**src/rtl/pipelined_adder_if.sv**
```systemverilog
// pipelined_adder_if: operand/result handshake bundle for the pipelined adder.
interface pipelined_adder_if #(
  parameter int WIDTH = 32,
  parameter int TAG_W = 6
);
  logic flush;
  logic in_valid;
  logic in_ready;
  logic [WIDTH-1:0] in_a;
  logic [WIDTH-1:0] in_b;
  logic in_sub;
  logic in_cin;
  logic [TAG_W-1:0] in_tag;
  logic out_valid;
  logic out_ready;
  logic [WIDTH-1:0] out_sum;
  logic out_cout;
  logic out_ovf;
  logic [TAG_W-1:0] out_tag;
  modport master (
    output flush, in_valid, in_a, in_b, in_sub, in_cin, in_tag, out_ready,
    input in_ready, out_valid, out_sum, out_cout, out_ovf, out_tag
  );
  modport slave (
    input flush, in_valid, in_a, in_b, in_sub, in_cin, in_tag, out_ready,
    output in_ready, out_valid, out_sum, out_cout, out_ovf, out_tag
  );
endinterface

```
**src/rtl/pipelined_adder.sv**
```systemverilog
// pipelined_adder: STAGES-deep carry-chunked add/sub with valid/ready flow control and tag pass-through.
module pipelined_adder #(
  parameter int WIDTH = 32,
  parameter int STAGES = 4,
  parameter int TAG_W = 6
) (
  input logic clk,
  input logic reset,
  pipelined_adder_if.slave bus
);
  localparam int C = WIDTH / STAGES;
  localparam int L = STAGES - 1;
  localparam int M = WIDTH - 1;
  logic [STAGES-1:0] vq, cq, sv, sc, nc;
  logic [STAGES:0] fr;
  logic [WIDTH-1:0] aq [STAGES];
  logic [WIDTH-1:0] bq [STAGES];
  logic [WIDTH-1:0] sq [STAGES];
  logic [WIDTH-1:0] sa [STAGES];
  logic [WIDTH-1:0] sb [STAGES];
  logic [WIDTH-1:0] ss [STAGES];
  logic [WIDTH-1:0] ns [STAGES];
  logic [TAG_W-1:0] tq [STAGES];
  logic [TAG_W-1:0] st [STAGES];
  // Register k holds the result with chunks 0..k resolved; chunk 0 is added on acceptance.
  always_comb begin
    sv[0] = bus.in_valid;
    sa[0] = bus.in_a;
    sb[0] = bus.in_sub ? ~bus.in_b : bus.in_b;
    sc[0] = bus.in_sub | bus.in_cin;
    ss[0] = '0;
    st[0] = bus.in_tag;
    for (int k = 1; k < STAGES; k++) begin
      sv[k] = vq[k-1];
      sa[k] = aq[k-1];
      sb[k] = bq[k-1];
      sc[k] = cq[k-1];
      ss[k] = sq[k-1];
      st[k] = tq[k-1];
    end
    for (int k = 0; k < STAGES; k++) begin
      ns[k] = ss[k];
      {nc[k], ns[k][k*C +: C]} = {1'b0, sa[k][k*C +: C]} + {1'b0, sb[k][k*C +: C]} + {{C{1'b0}}, sc[k]};
    end
  end
  always_comb begin
    fr[STAGES] = bus.out_ready;
    for (int k = STAGES - 1; k >= 0; k--) fr[k] = !vq[k] || fr[k+1];
  end
  always_ff @(posedge clk) begin
    if (reset) begin
      vq <= '0;
      cq <= '0;
      for (int k = 0; k < STAGES; k++) begin
        aq[k] <= '0;
        bq[k] <= '0;
        sq[k] <= '0;
        tq[k] <= '0;
      end
    end else begin
      for (int k = 0; k < STAGES; k++) begin
        vq[k] <= !bus.flush && (fr[k] ? sv[k] : vq[k]);
        if (fr[k] && sv[k]) begin
          aq[k] <= sa[k];
          bq[k] <= sb[k];
          sq[k] <= ns[k];
          cq[k] <= nc[k];
          tq[k] <= st[k];
        end
      end
    end
  end
  assign bus.in_ready = fr[0];
  assign bus.out_valid = vq[L];
  assign bus.out_sum = sq[L];
  assign bus.out_cout = cq[L];
  assign bus.out_tag = tq[L];
  assign bus.out_ovf = (aq[L][M] == bq[L][M]) && (sq[L][M] != aq[L][M]);
endmodule

```
**src/flat_wrapper.sv**
```systemverilog
// flat-port wrapper written by rule: the top's interface ports become plain ports
module pipelined_adder_flat 
#(
  parameter int WIDTH = 32,
  parameter int STAGES = 4,
  parameter int TAG_W = 6
)
  (clk, reset, bus_flush, bus_in_valid, bus_in_a, bus_in_b, bus_in_sub, bus_in_cin, bus_in_tag, bus_out_ready, bus_in_ready, bus_out_valid, bus_out_sum, bus_out_cout, bus_out_ovf, bus_out_tag);
  pipelined_adder_if #(.WIDTH(WIDTH), .TAG_W(TAG_W)) bus_i ();
  input logic clk;
  input logic reset;
  input wire logic [$bits(bus_i.flush)-1:0] bus_flush;
  input wire logic [$bits(bus_i.in_valid)-1:0] bus_in_valid;
  input wire logic [$bits(bus_i.in_a)-1:0] bus_in_a;
  input wire logic [$bits(bus_i.in_b)-1:0] bus_in_b;
  input wire logic [$bits(bus_i.in_sub)-1:0] bus_in_sub;
  input wire logic [$bits(bus_i.in_cin)-1:0] bus_in_cin;
  input wire logic [$bits(bus_i.in_tag)-1:0] bus_in_tag;
  input wire logic [$bits(bus_i.out_ready)-1:0] bus_out_ready;
  output wire logic [$bits(bus_i.in_ready)-1:0] bus_in_ready;
  output wire logic [$bits(bus_i.out_valid)-1:0] bus_out_valid;
  output wire logic [$bits(bus_i.out_sum)-1:0] bus_out_sum;
  output wire logic [$bits(bus_i.out_cout)-1:0] bus_out_cout;
  output wire logic [$bits(bus_i.out_ovf)-1:0] bus_out_ovf;
  output wire logic [$bits(bus_i.out_tag)-1:0] bus_out_tag;
  assign bus_i.flush = bus_flush;
  assign bus_i.in_valid = bus_in_valid;
  assign bus_i.in_a = bus_in_a;
  assign bus_i.in_b = bus_in_b;
  assign bus_i.in_sub = bus_in_sub;
  assign bus_i.in_cin = bus_in_cin;
  assign bus_i.in_tag = bus_in_tag;
  assign bus_i.out_ready = bus_out_ready;
  assign bus_in_ready = bus_i.in_ready;
  assign bus_out_valid = bus_i.out_valid;
  assign bus_out_sum = bus_i.out_sum;
  assign bus_out_cout = bus_i.out_cout;
  assign bus_out_ovf = bus_i.out_ovf;
  assign bus_out_tag = bus_i.out_tag;
  pipelined_adder #(.WIDTH(WIDTH), .STAGES(STAGES), .TAG_W(TAG_W)) u_core (.clk(clk), .reset(reset), .bus(bus_i));
endmodule
```
**config.mk**
```make
export PLATFORM = sky130hd
export DESIGN_NAME = pipelined_adder_flat
export DESIGN_NICKNAME = d
export VERILOG_FILES = /design/src/rtl/pipelined_adder_if.sv /design/src/rtl/pipelined_adder.sv /design/src/flat_wrapper.sv
export SDC_FILE = /design/constraint.sdc
export NUM_CORES = 1
export LEC_CHECK = 0
export BUFFER_PORTS_ARGS = -buffer_cell sky130_fd_sc_hd__buf_2
export CORE_ASPECT_RATIO = 0.6
export CORE_MARGIN = 1.5
export CORE_UTILIZATION = 45
export CTS_CLUSTER_DIAMETER = 100
export CTS_CLUSTER_SIZE = 16
export DETAILED_ROUTE_END_ITERATION = 10
export PLACE_DENSITY_LB_ADDON = 0.3
export REMOVE_ABC_BUFFERS = 1
export SETUP_SLACK_MARGIN = 0.5
export SKIP_LAST_GASP = 1
export SLEW_MARGIN = 10
export SYNTH_ARGS = -nofsm -noshare
export SYNTH_HDL_FRONTEND = slang
export SYNTH_SLANG_ARGS = --single-unit
```
**constraint.sdc**
```tcl
create_clock -name clk -period 3.8 [get_ports clk]
set_input_delay 0.76 -clock clk [delete_from_list [all_inputs] [get_ports clk]]
set_output_delay 0.76 -clock clk [all_outputs]
set_load 0.01 [all_outputs]
```
==> impl_results.md, run 1 <==
- Worst slew pin tran: 1.18 ns
- IO buf count: 118
- RR Startpoint: u_core.aq[0][48]$_SDFFCE_PN0P_
- Post-synthesis sequential area ratio: 67.0%
- Final GP Congestion: 0.810
- Main synth FF type: edfxtp_1
- Worst vdd ir: 0.302 mV
- Hold Buf Count CTS: 0
- Critical path endpoint category: flip-flop
- Post-synth top area cell: edfxtp_1
- Final instance area: 0.0107 mm^2
- DR DRC count: 0
- Final setup vio count: 0
- Vias: 5154
- GRT Overall Usage: 15.7%
- Setup TNS: 0 ns
- Pre-CTS worst setup slack: 0.584 ns
- Ant diodes: 0
- Core area: 0.0201 mm^2
- Post-synth cell types: 44
- Final Instance Count excl. Fillers: 1064
- Type of the worst min-delay path: input port to flip-flop
- DP Cell Count: 1035
- Clk slew on worst S/H paths: 0.07 ns
- Die area: 0.0216 mm^2
- Post-CTS Resized: 0
- NumNets Final: 894
- Grt ovf: 0
- Worst reg2reg endpoint: u_core.sq[0][86]$_SDFFCE_PN0P_
- Antenna-violating nets left: 0
- Hold Crit Endpoint: u_core.vq[1]$_SDFF_PP0_
- Post-synth EDFFs: 202
- Clock Skew: 0.0174 ns
- Maxcap violations: 0
- Hold path cells: 2
- First-pass GRT wire length: 26.5 mm
- Antenna violations before repair: 0
- Row cnt: 40
- Root Buffer: clkbuf_16
- Hold Vio Cnt, Final: 0
- Tmin final: 2.73 ns
- Mapped cell area: 0.00930 mm^2
- Pwr/cell area: 442 mW/mm^2
- Most frequent cell after synthesis: edfxtp_1
- Max Slew Vio Count: 0
- Static leakage: 4.23 nW
- Reg2Reg Depth: 7
- Top cells by area, synth: edfxtp_1 (65%), and2_1 (10%), ha_1 (3.8%)
- Status: complete, no violations
- Placed inst area: 0.0102 mm^2
- DRT Pass-1 Iters: 5
- CTS tree: done
- H-tree depth: 1
- Initial DRC Count: 381
- Ys Warns: 0
- Final Power: 4.71 mW
- Synthesized netlist cell count: 662
- Clock Latency Late Sink: 0.47 ns
- Final WL: 16.5 mm
- CP startpoint kind: input port
- Fmax: 0.366 GHz
- Share of layout cells above drive strength 1: 21.2%
- Vias per Instance: 4.84
- Synthesis-to-layout area growth: 14.6%
- Fin worst setup slack: 1.07 ns
- HP Start: bus_flush
- Wire per inst: 15.5 um
- Crit Path Max Fanout: 4
- Slew Limit Headroom: 21.3%
- Yosys top cell area share: 65.3%
- Flops & latches, synth: 210
- Vias in the first global route: 5165
- CTS Buffer Depth: 3
- Avg Cell Area, Syn: 14.0 um^2
- Unrepaired setup endpoints after global routing: false
- Post-CTS Setup Bufs: 0
- Die width: 189 um
- Post-synth ARST share: 0%
- Filler Cell Count: 1736
- Commonest cells post-synth: edfxtp_1 (202), and2_1 (151), nor2_1 (56), ha_1 (28), xnor2_1 (28)
- DP HPWL: 11.5 mm
- Worst Path Arrival: 2.94 ns
- Initial Util: 46.2%
- CTS sink count: 210
- Die H: 114 um
- Critical Path RT: 4.01 ns
- Reg2reg setup slack: 1.45 ns
- Fin crit share: 72.0%
- Worst setup path class: input port to flip-flop
- Num CTS Buffers: 17
- Largest net degree at the start of global routing: 47
- I/O pin count: 119
[kinds of logic (layout without fill, tap and decap cells)]
family / after synthesis / count (layout) / share of synthesized area, %
compound gates: 65 / 65 / 4.79
xor+xnor: 44 / 44 / 4.15
buf+inv: 42 / 171 / 2.21
mux: 1 / 1 / 0.108
fa+ha+maj: 36 / 36 / 5.49
flops: 210 / 210 / 67.0
simple gates: 264 / 264 / 16.3
[metrics by stage]
step	hold WS [ns]	util (%)
floorplan	0.463	-
global placement	0.496	50.5
detailed placement	0.498	50.5
CTS	0.483	52.9
global route	0.486	52.9
finish	0.490	52.9
[final cells by class]
class                           instances  area, um^2  share of cell area (%)
Clock inverter                          1        16.3                   0.153
Clock buffer                           28         467                    4.38
Timing Repair Buffer                  127         658                    6.18
Multi-Input combinational cell        410        2890                    27.1
Sequential cell                       210        6230                    58.5
Tap cell                              273         342                    3.21
Inverter                               15        56.3                   0.529
[worst max path at each step]
stage	from	end	slack [ns]	cells after the start
floorplan	bus_out_ready	u_core.aq[0][10]$_SDFFCE_PN0P_	0.77	4
global placement	bus_in_sub	u_core.sq[0][6]$_SDFFCE_PN0P_	0.73	9
detailed placement	bus_in_sub	u_core.sq[0][6]$_SDFFCE_PN0P_	0.58	9
CTS	bus_in_sub	u_core.sq[0][6]$_SDFFCE_PN0P_	1.08	9
global route	bus_in_sub	u_core.sq[0][6]$_SDFFCE_PN0P_	0.99	9
finish	bus_in_sub	u_core.sq[0][6]$_SDFFCE_PN0P_	1.07	9
[metal layers]
layer	up-vias	global-route usage, %	part of all wire [%]	wire (um)
met1	2454	21.5	47	7670
met5	-	0	0	0
li1	2564	-	-	-
met2	120	26.6	47	7810
met3	16	2.57	4.3	713
met4	0	3.23	1.6	262
[sequential cells by signal, summed over array words and instances, names as in the netlist]
register / flops
u_core.bq: 49
u_core.sq: 80
u_core.aq: 49
u_core.vq: 4
u_core.cq: 4
u_core.tq: 24
[report_power, final]
part           switching [mW]  leakage, nW  internal (mW)
combinational           0.236         1.76          0.166
clock                   0.770        0.230          0.850
sequential             0.0310         2.24           2.66
[cells in the final DEF (no fill, tap or decap), drive strengths merged, types with 2 or more instances in the layout]
cell / instances
a211oi: 9
a21o: 2
a21oi: 11
and2: 151
buf: 127
clkbuf: 28
dfxtp: 8
edfxtp: 202
fa: 8
ha: 28
inv: 16
nand2: 10
nand2b: 8
nand3: 6
nor2: 59
nor2b: 8
nor3: 13
o211ai: 4
o21a: 9
o21ai: 12
o21bai: 4
o22ai: 3
o31a: 6
or2: 5
or3: 3
xnor2: 28
xor2: 16
[critical path: stages]
cell	delay (ns)
buf_2	0.12
or2_2	0.31
fa_1	0.42
fa_1	0.44
a211oi_1	0.33
nor2_1	0.13
o21a_1	0.18
nor3_1	0.19
a211oi_2	0.06
Note: power is estimated with default switching activity, not from simulation.
==> run 2, diff against run 1 <==
Clock period 3.8 ns to 2.57 ns, I/O delays scaled along.
==> run 2 against run 1 <==
Flip-flop and latch count stayed put. Cell area up 2.1%. Die area unchanged. Critical endpoint unchanged. Clock power increased by 47%. Core utilization increased by 1.1 points. Largest power group unchanged. Count of clock-buffer cells in the layout down 1.
==> impl_results.md, run 2 (synthesis results as in run 1) <==
- Antenna-violating nets left: 0 (unchanged)
- Worst slew pin tran: 0.701 ns (was 1.18 ns)
- DR DRC count: 0 (unchanged)
- Sw power: 1.54 mW (was 1.04 mW)
- Core area: 0.0201 mm^2 (unchanged)
- Num CTS Buffers: 17 (unchanged)
- CP Cell Sequence: buf_8 > or2_4 > fa_2 > fa_2 > a211oi_2 > nor2_1 > o21a_1 > nor3_2 > a211oi_2 (was buf_2 > or2_2 > fa_1 > fa_1 > a211oi_1 > nor2_1 > o21a_1 > nor3_1 > a211oi_2)
- CP peak stage delay: 0.36 ns (was 0.44 ns)
- Die area: 0.0216 mm^2 (unchanged)
- Critical path buffers and inverters: 1 (unchanged)
- Maxcap violations: 0 (unchanged)
- Pre-CTS worst setup slack: -0.300 ns (was 0.584 ns)
- Grt ovf: 0 (unchanged)
- Hold Vio Cnt, Final: 0 (unchanged)
- Die H: 114 um (unchanged)
- Max FFs per register: 80 (unchanged)
- Placed inst area: 0.0102 mm^2 (about the same)
- DP Cell Count: 1044 (was 1035)
- Final instance area: 0.0109 mm^2 (was 0.0107 mm^2)
- Crit Path Max Fanout: 4 (unchanged)
- CTS sink count: 210 (unchanged)
- Flop pwr share: 56.7% (was 57.1%)
- Fin worst setup slack: 0.471 ns (was 1.07 ns)
- Clock Latency Late Sink: 0.47 ns (about the same)
- Slew Limit Headroom: 53.2% (was 21.3%)
- Critical-path top delay cell: fa_2 (was fa_1)
- Type of the worst min-delay path: input port to flip-flop (unchanged)
- GRT Overall Usage: 15.8% (was 15.7%)
- Clk slew on worst S/H paths: 0.07 ns (about the same)
- Cell family with most CP delay: adder cells (unchanged)
- First-pass GRT wire length: 26.9 mm (was 26.5 mm)
- Initial Util: 46.2% (unchanged)
- Synthesis-to-layout area growth: 17.0% (was 14.6%)
- Vias: 5201 (was 5154)
- Vias in the first global route: 5395 (was 5165)
- Unrepaired setup endpoints after global routing: true (was false)
- Status: complete, no violations (unchanged)
- Wire per inst: 15.3 um (was 15.5 um)
- Static leakage: 4.31 nW (was 4.23 nW)
- I/O pin count: 119 (unchanged)
- Share of layout cells above drive strength 1: 25.7% (was 21.2%)
- Critical Path RT: 2.78 ns (was 4.01 ns)
- Final Instance Count excl. Fillers: 1079 (was 1064)
- IO buf count: 118 (unchanged)
- NumNets Final: 909 (was 894)
- Clock Skew: 0.0159 ns (was 0.0174 ns)
- CTS Buffer Depth: 3 (unchanged)
- DP HPWL: 11.2 mm (was 11.5 mm)
- Largest registers: u_core.sq: 80 flops, u_core.aq: 49 flops, u_core.bq: 49 flops (unchanged)
- CP startpoint kind: input port (unchanged)
- Root Buffer: clkbuf_16 (unchanged)
- Final WL: 16.5 mm (about the same)
- CTS tree: done (unchanged)
- Comb pwr share: 9.4% (was 8.5%)
- Critical path endpoint category: flip-flop (unchanged)
- Initial DRC Count: 253 (was 381)
- Most common cell after layout, fill and taps aside: edfxtp_1 (unchanged)
- Fin crit share: 81.7%
- Die width: 189 um (unchanged)
- Final setup vio count: 0 (unchanged)
- Max Slew Vio Count: 0 (unchanged)
- Pwr/cell area: 645 mW/mm^2 (was 442 mW/mm^2)
- Final GP Congestion: 0.805 (was 0.810)
- Register bank with the most flops: u_core.sq (unchanged)
- Fmax: 0.476 GHz
- H-tree depth: 1 (unchanged)
- Clk pwr share: 34.0% (was 34.4%)
- Vias per Instance: 4.82 (was 4.84)
- DRT Pass-1 Iters: 4 (was 5)
- Row cnt: 40 (unchanged)
- Switching portion of total power: 22.0% (about the same)
- Worst setup path class: input port to flip-flop (unchanged)
- Commonest non-fill, non-tap cells in the layout: edfxtp_1 (202), and2_1 (151), buf_2 (117) (was edfxtp_1 (202), and2_1 (151), buf_2 (118))
- Internal power: 5.47 mW (was 3.67 mW)
- Worst vdd ir: 0.316 mV (was 0.302 mV)
- Tmin final: 2.10 ns
- Antenna violations before repair: 1 (was 0)
- Largest net degree at the start of global routing: 42 (was 47)
- Worst Path Arrival: 2.30 ns (was 2.94 ns)
[run 2: changes by cell type in the layout (fill, tap and decap cells not counted), moves of 3 or more]
cell,delta
inv_2,+3
fa_1,-8
a211oi_2,+4
a211oi_1,-4
buf_4,+13
inv_1,-3
fa_2,+8
nor2b_1,-3
[run 2: repair_timing]
action,4_1_cts,5_1_grt
setup endpoints to repair,23,36
pin swaps,8,10
gates resized for setup,25,11
hold buffers,0,0
buffers inserted,4,2
endpoints found under the hold margin,0,0
[run 2: worst register-to-register path: stages, from the launching register on]
cell      delay [ns]
edfxtp_1        0.41
fa_2            0.41
inv_2           0.08
fa_2            0.23
nor2b_4         0.05
o31a_1          0.28
o21a_1          0.21
nor3_2          0.13
nor3_2          0.06
[run 2: area by class of cell]
cell class	count	area (um^2)
repair buffers	142	797
clock inverters	1	16.3
fillers	1719	9240
diodes	1	2.50
clock buffers	27	463
flip-flops and latches	210	6230
inverters	15	56.3
well taps	273	342
multi-input cells	410	2980
[run 2: through the flow]
stage / utilization (%) / setup TNS, ns / total power [mW] / hold WS (ns)
6_report: 54.1 / 0 / 7.01 / 0.254
4_1_cts: 53.8 / 0 / 7.09 / 0.230
5_1_grt: 54.1 / 0 / 7.31 / 0.246
2_1_floorplan: - / -13.11 / 4.42 / 0.463
3_3_place_gp: 50.9 / -0.397 / 4.64 / 0.499
3_5_place_dp: 50.9 / -0.561 / 4.67 / 0.501
[run 2: routing by layer]
layer  global-route usage, %  routed length [um]  vias to the layer above
li1                        -                   -                     2583
met1                    21.1                7690                     2485
met2                    26.9                7740                      112
met3                    3.37                 818                       21
met4                    3.54                 290                        0
met5                       0                   0                        -
[run 2: path summary, 6_finish.rpt]
check	start	end	cells after the start	slack [ns]
max	bus_in_sub	u_core.sq[0][6]$_SDFFCE_PN0P_	9	0.47
min	bus_flush	u_core.vq[1]$_SDFF_PP0_	2	0.25
max reg2reg	u_core.aq[0][8]$_SDFFCE_PN0P_	u_core.sq[0][46]$_SDFFCE_PN0P_	8	0.47
min reg2reg	u_core.sq[0][44]$_SDFFCE_PN0P_	u_core.sq[0][76]$_SDFFCE_PN0P_	1	0.50
[run 2: power by group through the flow]
stage | sequential [mW] | clock, mW | combinational [mW]
6_report | 3.97 | 2.38 | 0.657
5_1_grt | 3.99 | 2.59 | 0.730
4_1_cts | 3.98 | 2.46 | 0.646
3_5_place_dp | 4.05 | 0 | 0.614
3_3_place_gp | 4.05 | 0 | 0.590
2_1_floorplan | 4.06 | 0 | 0.364
